===== src/rtl/subfilup_pkg.sv =====
// Shared definitions for the subfilup polyphase interpolator: default sizes,
// accumulator width helper and sequencer state encodings.
package subfilup_pkg;

    localparam int DEF_IW      = 16;
    localparam int DEF_OW      = 24;
    localparam int DEF_TW      = 12;
    localparam int DEF_LGNUP   = 3;
    localparam int DEF_NUP     = 5;
    localparam int DEF_LGPTAPS = 5;
    localparam int DEF_SHIFT   = 2;

    localparam logic [0:0] S_IDLE = 1'b0;
    localparam logic [0:0] S_RUN  = 1'b1;

    // Full-precision product plus headroom for PTAPS accumulations.
    function automatic int acc_width(input int iw, input int tw, input int lgptaps);
        return iw + tw + lgptaps;
    endfunction

endpackage


===== src/rtl/subfilup_if.sv =====
// Sample/coefficient bus of subfilup. o_overrun exists only when
// SUBFILUP_OVERRUN_EN is defined.
interface subfilup_if
    import subfilup_pkg::*;
#(
    parameter int IW = DEF_IW,
    parameter int TW = DEF_TW,
    parameter int OW = DEF_OW
) ();

    logic          i_wr_tap;
    logic [TW-1:0] i_tap;
    logic          i_ce;
    logic [IW-1:0] i_sample;
    logic          o_busy;
    logic          o_ce;
    logic [OW-1:0] o_result;
`ifdef SUBFILUP_OVERRUN_EN
    logic          o_overrun;
`endif

    modport master (
        output i_wr_tap, i_tap, i_ce, i_sample,
`ifdef SUBFILUP_OVERRUN_EN
        input  o_overrun,
`endif
        input  o_busy, o_ce, o_result
    );

    modport slave (
        input  i_wr_tap, i_tap, i_ce, i_sample,
`ifdef SUBFILUP_OVERRUN_EN
        output o_overrun,
`endif
        output o_busy, o_ce, o_result
    );

endinterface


===== src/rtl/subfilup_round.sv =====
// Output stage: drop SHIFT MSBs of the accumulator, then round-half-to-even
// down to OW bits, registered. No saturation.
module subfilup_round
    import subfilup_pkg::*;
#(
    parameter int AW    = acc_width(DEF_IW, DEF_TW, DEF_LGPTAPS),
    parameter int OW    = DEF_OW,
    parameter int SHIFT = DEF_SHIFT
) (
    input  logic                 i_clk,
    input  logic                 i_reset_n,
    input  logic                 i_ce,
    input  logic signed [AW-1:0] i_acc,
    output logic                 o_ce,
    output logic [OW-1:0]        o_result
);

    localparam int KW   = AW - SHIFT;
    localparam int DROP = KW - OW;

    logic [KW-1:0] kept, bias, sum;
    logic          o_ce_q;
    logic [OW-1:0] o_result_q;
    logic          unused_bits;

    // Bias is half-minus-one plus the kept LSB, so exact halves land on the even value.
    always_comb begin
        kept = i_acc[KW-1:0];
        bias = KW'((1 << (DROP - 1)) - 1) + KW'(kept[DROP]);
        sum  = kept + bias;
    end

    assign unused_bits = ^{i_acc[AW-1:KW], sum[DROP-1:0]};

    always_ff @(posedge i_clk or negedge i_reset_n) begin
        if (!i_reset_n) begin
            o_ce_q     <= 1'b0;
            o_result_q <= '0;
        end else begin
            o_ce_q <= i_ce;
            if (i_ce) o_result_q <= sum[KW-1:DROP];
        end
    end

    assign o_ce     = o_ce_q;
    assign o_result = o_result_q;

endmodule


===== src/rtl/subfilup.sv =====
// subfilup: 1:NUP polyphase interpolating FIR with one time-shared multiplier.
// Define SUBFILUP_OVERRUN_EN to get the sticky o_overrun drop flag.
module subfilup
    import subfilup_pkg::*;
#(
    parameter int IW      = DEF_IW,
    parameter int OW      = DEF_OW,
    parameter int TW      = DEF_TW,
    parameter int LGNUP   = DEF_LGNUP,
    parameter int NUP     = DEF_NUP,
    parameter int LGPTAPS = DEF_LGPTAPS,
    parameter int SHIFT   = DEF_SHIFT
) (
    input  logic      i_clk,
    input  logic      i_reset_n,
    subfilup_if.slave bus
);

    localparam int PTAPS = 1 << LGPTAPS;
    localparam int AW    = acc_width(IW, TW, LGPTAPS);
    localparam int PW    = IW + TW;
    localparam int CW    = LGNUP + LGPTAPS;

    logic signed [TW-1:0] cmem [2**CW];
    logic signed [IW-1:0] dmem [PTAPS];

    logic [LGPTAPS-1:0] wtap_q;
    logic [LGNUP-1:0]   wphase_q;
    logic [0:0]         state_q, state_d;
    logic [LGPTAPS-1:0] wraddr_q, wraddr_d, didx_q, didx_d, tidx_q, tidx_d;
    logic [LGNUP-1:0]   phase_q, phase_d;
    logic               accept, last_issue;

    logic signed [IW-1:0] rd_data_q;
    logic signed [TW-1:0] rd_coef_q;
    logic                 rd_vld_q, rd_first_q, rd_last_q;
    logic signed [PW-1:0] prod_q;
    logic                 prod_vld_q, prod_first_q, prod_last_q;
    logic signed [AW-1:0] acc_q;
    logic                 acc_done_q;

    // Coefficients load phase-major: tap index first, phase advances on tap wrap.
    always_ff @(posedge i_clk or negedge i_reset_n) begin
        if (!i_reset_n) begin
            wtap_q   <= '0;
            wphase_q <= '0;
        end else if (bus.i_wr_tap) begin
            wtap_q <= wtap_q + LGPTAPS'(1);
            if (&wtap_q)
                wphase_q <= (wphase_q == LGNUP'(NUP - 1)) ? '0 : wphase_q + LGNUP'(1);
        end
    end

    // NOTE: memories and their read registers have no reset; contents survive i_reset_n.
    always_ff @(posedge i_clk) begin
        if (bus.i_wr_tap) cmem[{wphase_q, wtap_q}] <= bus.i_tap;
        if (accept)       dmem[wraddr_q] <= bus.i_sample;
        rd_data_q <= dmem[didx_q];
        rd_coef_q <= cmem[{phase_q, tidx_q}];
    end

    assign accept     = bus.i_ce && (state_q == S_IDLE);
    assign last_issue = (phase_q == LGNUP'(NUP - 1)) && (&tidx_q);

    always_comb begin
        // NOTE: every next-state value gets a default first so no path infers a latch.
        state_d  = state_q;
        wraddr_d = wraddr_q;
        didx_d   = didx_q;
        tidx_d   = tidx_q;
        phase_d  = phase_q;
        if (state_q == S_IDLE) begin
            if (accept) begin
                state_d  = S_RUN;
                wraddr_d = wraddr_q + LGPTAPS'(1);
                didx_d   = wraddr_q;
                tidx_d   = '0;
                phase_d  = '0;
            end
        end else begin
            // After PTAPS decrements didx is back at the newest sample for the next phase.
            didx_d = didx_q - LGPTAPS'(1);
            tidx_d = tidx_q + LGPTAPS'(1);
            if (&tidx_q)    phase_d = phase_q + LGNUP'(1);
            if (last_issue) state_d = S_IDLE;
        end
    end

    always_ff @(posedge i_clk or negedge i_reset_n) begin
        if (!i_reset_n) begin
            state_q  <= S_IDLE;
            wraddr_q <= '0;
            didx_q   <= '0;
            tidx_q   <= '0;
            phase_q  <= '0;
        end else begin
            state_q  <= state_d;
            wraddr_q <= wraddr_d;
            didx_q   <= didx_d;
            tidx_q   <= tidx_d;
            phase_q  <= phase_d;
        end
    end

    // Read -> multiply -> accumulate; flags travel alongside the data.
    always_ff @(posedge i_clk or negedge i_reset_n) begin
        if (!i_reset_n) begin
            rd_vld_q     <= 1'b0;
            rd_first_q   <= 1'b0;
            rd_last_q    <= 1'b0;
            prod_q       <= '0;
            prod_vld_q   <= 1'b0;
            prod_first_q <= 1'b0;
            prod_last_q  <= 1'b0;
            acc_q        <= '0;
            acc_done_q   <= 1'b0;
        end else begin
            rd_vld_q     <= (state_q == S_RUN);
            rd_first_q   <= (tidx_q == '0);
            rd_last_q    <= &tidx_q;
            prod_q       <= PW'(rd_data_q) * PW'(rd_coef_q);
            prod_vld_q   <= rd_vld_q;
            prod_first_q <= rd_first_q;
            prod_last_q  <= rd_last_q;
            if (prod_vld_q)
                acc_q <= prod_first_q ? AW'(prod_q) : acc_q + AW'(prod_q);
            acc_done_q   <= prod_vld_q && prod_last_q;
        end
    end

    subfilup_round #(.AW(AW), .OW(OW), .SHIFT(SHIFT)) u_round (
        .i_clk     (i_clk),
        .i_reset_n (i_reset_n),
        .i_ce      (acc_done_q),
        .i_acc     (acc_q),
        .o_ce      (bus.o_ce),
        .o_result  (bus.o_result)
    );

    assign bus.o_busy = (state_q == S_RUN);

`ifdef SUBFILUP_OVERRUN_EN
    logic overrun_q;

    always_ff @(posedge i_clk or negedge i_reset_n) begin
        if (!i_reset_n)                      overrun_q <= 1'b0;
        else if (bus.i_ce && !accept)        overrun_q <= 1'b1;
    end

    assign bus.o_overrun = overrun_q;
`endif

endmodule


===== src/flat_wrapper.sv =====
// flat-port wrapper written by rule: the top's interface ports become plain ports
module subfilup_flat import subfilup_pkg::*;
#(
    parameter int IW      = DEF_IW,
    parameter int OW      = DEF_OW,
    parameter int TW      = DEF_TW,
    parameter int LGNUP   = DEF_LGNUP,
    parameter int NUP     = DEF_NUP,
    parameter int LGPTAPS = DEF_LGPTAPS,
    parameter int SHIFT   = DEF_SHIFT
)
  (i_clk, i_reset_n, bus_i_wr_tap, bus_i_tap, bus_i_ce, bus_i_sample, bus_o_busy, bus_o_ce, bus_o_result);
  subfilup_if #(.IW(IW), .TW(TW), .OW(OW)) bus_i ();
  input  logic i_clk;
  input  logic i_reset_n;
  input wire logic [$bits(bus_i.i_wr_tap)-1:0] bus_i_wr_tap;
  input wire logic [$bits(bus_i.i_tap)-1:0] bus_i_tap;
  input wire logic [$bits(bus_i.i_ce)-1:0] bus_i_ce;
  input wire logic [$bits(bus_i.i_sample)-1:0] bus_i_sample;
  output wire logic [$bits(bus_i.o_busy)-1:0] bus_o_busy;
  output wire logic [$bits(bus_i.o_ce)-1:0] bus_o_ce;
  output wire logic [$bits(bus_i.o_result)-1:0] bus_o_result;
  assign bus_i.i_wr_tap = bus_i_wr_tap;
  assign bus_i.i_tap = bus_i_tap;
  assign bus_i.i_ce = bus_i_ce;
  assign bus_i.i_sample = bus_i_sample;
  assign bus_o_busy = bus_i.o_busy;
  assign bus_o_ce = bus_i.o_ce;
  assign bus_o_result = bus_i.o_result;
  subfilup #(.IW(IW), .OW(OW), .TW(TW), .LGNUP(LGNUP), .NUP(NUP), .LGPTAPS(LGPTAPS), .SHIFT(SHIFT)) u_core (.i_clk(i_clk), .i_reset_n(i_reset_n), .bus(bus_i));
endmodule

===== config.mk =====
export PLATFORM = sky130hd
export DESIGN_NAME = subfilup_flat
export DESIGN_NICKNAME = d
export VERILOG_FILES = /design/src/rtl/subfilup_pkg.sv /design/src/rtl/subfilup_if.sv /design/src/rtl/subfilup_round.sv /design/src/rtl/subfilup.sv /design/src/flat_wrapper.sv
export SDC_FILE = /design/constraint.sdc
export NUM_CORES = 2
export LEC_CHECK = 0
export CAP_MARGIN = 20
export CORE_UTILIZATION = 55
export DETAILED_ROUTE_END_ITERATION = 8
export PLACE_DENSITY = 0.71
export SETUP_SLACK_MARGIN = 0.15
export SLEW_MARGIN = 25
export SYNTH_ARGS = -nofsm -noshare
export SYNTH_HDL_FRONTEND = slang
export SYNTH_SLANG_ARGS = --single-unit

===== constraint.sdc =====
create_clock -name i_clk -period 6.3 [get_ports i_clk]
set_clock_uncertainty 0.05 [all_clocks]
set_input_delay 1.26 -clock i_clk [delete_from_list [all_inputs] [get_ports i_clk]]
set_output_delay 1.26 -clock i_clk [all_outputs]
set_load 0.05 [all_outputs]

==> reports/results.txt <==
Avg Cell Area, Syn -> 20.8 um2
Setup_tns -> 0 ps
Setup Crit Path Kind -> reg2reg
CTS tree -> done
Io pins -> 58
Fillcell total -> 18200
Cell variety after synth -> 70
Area Growth Syn to Fin -> 12.3%
Core area -> 274000 um2
First-pass GRT wire length -> 524000 um
Seq/Total Area, Yosys -> 73.2%
Slew HR -> 25.9%
Cells after Synth -> 7302
Final core occ -> 62.2%
TritonCTS buffer count -> 373
Top cell by count, worst path -> fa_1
Synth top area cells -> edfxtp_1 (71%), mux4_2 (16%), fa_1 (2.4%)
Critical Path RT -> 7060 ps
Cell Chain, Critical Path -> nand2_1 -> fa_1 -> fa_1 -> inv_1 -> fa_1 -> fa_1 -> inv_1 -> fa_1 -> inv_1 -> ha_1 -> a21o_1 -> a21o_1 -> a211oi_1 -> nor2_1 -> o41ai_1 -> a21oi_1 -> a21o_1 -> a21oi_1 -> xnor2_1
Total grt overflow -> 0
Total GRT Usage -> 26.1%
Synthesis-stage register bit count -> 3730
Clk_lat worst skew -> 970 ps
Clock Tree Root -> clkbuf_16
Setup Viol. Count Final -> 0
H-tree Lvls -> 5
Yosys warnings -> 0
R2R cell count -> 19
CP Capture Point -> u_core.prod_q[26]
Final min period -> 5920 ps
Port buffer count -> 57
Die Wd -> 527 um
Top_reg_cell synth -> edfxtp_1
Slowest-stage cell, CP -> dfxtp_1
Worst stage delay on the critical path -> 730 ps
Slew @ Worst Pin -> 1110 ps
Largest net degree at the start of global routing -> 185
FFs w/ async S/R, synth -> 3.16%
Post-cts hold buffer count -> 0
Syn_nets -> 7625
Placed cells -> 10900
Nets -> 7930
Post-DP Area -> 158000 um2
Clock sink total -> 3730
Worst r2r dst -> u_core.prod_q[26]
Iteration-0 DRC Markers -> 9151
Post-synthesis cell area -> 152000 um2
Final Hold Fails -> 0
DRC -> 0
Period Utilization, post-route -> 94.0%
RSZ-0062 raised after global routing -> yes
Rows -> 192
Worst-path fanout max -> 16
Top cell type's share of synthesized area -> 70.9%
Finished Layout Cells -> 11600
DP Wirelength -> 211000 um
Drt pass-1 iters -> 6
CP Capture Type -> flip-flop
Critical R2R Launch -> u_core.rd_coef_q[5]
Startpoint Class -> flip-flop
Vias after detailed routing -> 74100
Pins Over Slew Limit -> 0
Die Height -> 527 um
Design area -> 171000 um2
Die footprint -> 278000 um2
CTS clock-pin slew for the worst setup and hold paths -> 60 ps
Vias in the first global route -> 75000
Post-synth EDFFs -> 3584
Setup crit start -> u_core.rd_coef_q[5]
Status -> complete, no violations
Wirelength, routed -> 361000 um
R2R setup slack -> 380 ps
HP Class -> reg2reg
Data arrival time of the critical path -> 6680 ps
Initial antenna violation count -> 18
Post-route ant nets -> 0
Max-Cap Viols -> 0
Initial Utilization -> 55.4%
Routed WL per cell -> 31.1 um
Proportion of layout cells with a drive suffix above 1 -> 27.0%
Synth area leader -> edfxtp_1
CTS Buffer Depth -> 4
Global placement routability congestion -> 0.855
Highest Clock Rate -> 169 MHz
Vias per cell -> 6.38
==> worst max-delay path: cells and delay by family (launching register included) <==
family	cells	cell delay, ps
DFF	1	730
adders and majority gates	6	2800
AOI/OAI and AO/OA	7	1710
buffers and inverters	3	150
xor gates and xnor gates	1	130
and+or+nand+nor	2	240
==> kinds of logic (layout without fill, tap and decap cells) <==
group	Yosys count	after routing	share of synthesized area, %
flip-flops	3730	3730	73.2
multiplexers	1217	1217	16.8
AND/OR/NAND/NOR	935	935	2.71
buffers and inverters	626	1247	1.80
AO/OA/AOI/OAI	421	421	1.75
adder cells (fa/ha/maj)	291	291	3.28
XOR/XNOR	82	82	0.473
other	0	8	0
==> per-layer routing <==
metal	vias up	share of wire, %	track usage, %
met5	-	0.021	0
met4	12	3.0	7.94
met3	582	9.5	5.53
met2	3721	48	40.5
met1	39400	40	37.5
li1	30300	-	-
==> layout make-up <==
type	instances	area [um2]	share of cell area, %
clock buffer	461	9880	5.80
sequential	3730	111000	65.2
antenna	8	20.0	0.0117
inverter	235	882	0.517
multi-input combinational	2946	38600	22.6
timing repair buffer	321	2980	1.75
tap	3686	4610	2.70
clock inverter	230	2420	1.42
==> placed cells by master, fill, tap and decap left out, types with 51 or more instances in the layout <==
cell type	count
mux4_2	1062
nor2_2	157
xnor2_1	51
inv_1	232
clkbuf_1	74
o21ai_0	91
a21oi_1	122
mux2i_1	135
fa_1	179
nor2_1	276
buf_4	229
edfxtp_1	3584
nand2_1	224
clkbuf_16	380
ha_1	112
clkinv_1	73
clkinv_2	79
dfrtp_1	106
and2_1	70
==> state kept, by name, indices dropped and copies added (netlist names), 12 cells and up <==
signal                   count
u_core.u_round.o_result     24
u_core.acc_q                31
u_core.rd_coef_q            12
u_core.cmem               3072
u_core.prod_q               28
u_core.dmem                512
u_core.rd_data_q            16
==> timing repair <==
| action | in CTS | in global routing |
|---|---|---|
| gates resized for setup | 0 | 2 |
| endpoints found under the hold margin | 0 | 0 |
| endpoints found under the setup margin | 0 | 2 |
| setup buffers | 0 | 0 |
==> worst min path at each step <==
stage | slack (ps) | end | start | depth (start not counted)
floorplan | 280 | u_core.prod_first_q | u_core.rd_first_q | 0
global placement | 290 | u_core.prod_first_q | u_core.rd_first_q | 0
detailed placement | 290 | u_core.prod_first_q | u_core.rd_first_q | 0
CTS | 300 | u_core.prod_first_q | u_core.rd_first_q | 0
global route | 310 | u_core.prod_vld_q | u_core.rd_vld_q | 0
finish | 300 | u_core.prod_vld_q | u_core.rd_vld_q | 0
==> per-stage QoR <==
step                hold slack [ps]  worst slack [ps]
detailed placement              287               366
finish                          297               378
global placement                286               408
global route                    313               115
CTS                             300               356
floorplan                       281               895
==> cell usage after synthesis (19+ instances only) <==
cell      number
edfxtp_1    3584
mux4_2      1062
nor2_1       444
inv_1        233
nand2_1      226
clkbuf_1     219
fa_1         179
mux2i_1      135
a21oi_1      122
dfrtp_1      118
ha_1         112
o21ai_0       91
buf_2         80
and2_1        70
nand3_1       53
xnor2_1       51
buf_4         38
buf_1         35
xor2_1        31
nand2b_1      29
o22ai_1       29
dfxtp_1       28
nor3_1        26
a22oi_1       24
a21o_1        21
a31oi_1       21
mux2_2        20
nor2b_1       20
buf_6         19
Power is left out: the tool's default activity adds up to more than one toggle a clock period on the data nets, which glitch-free logic cannot reach.
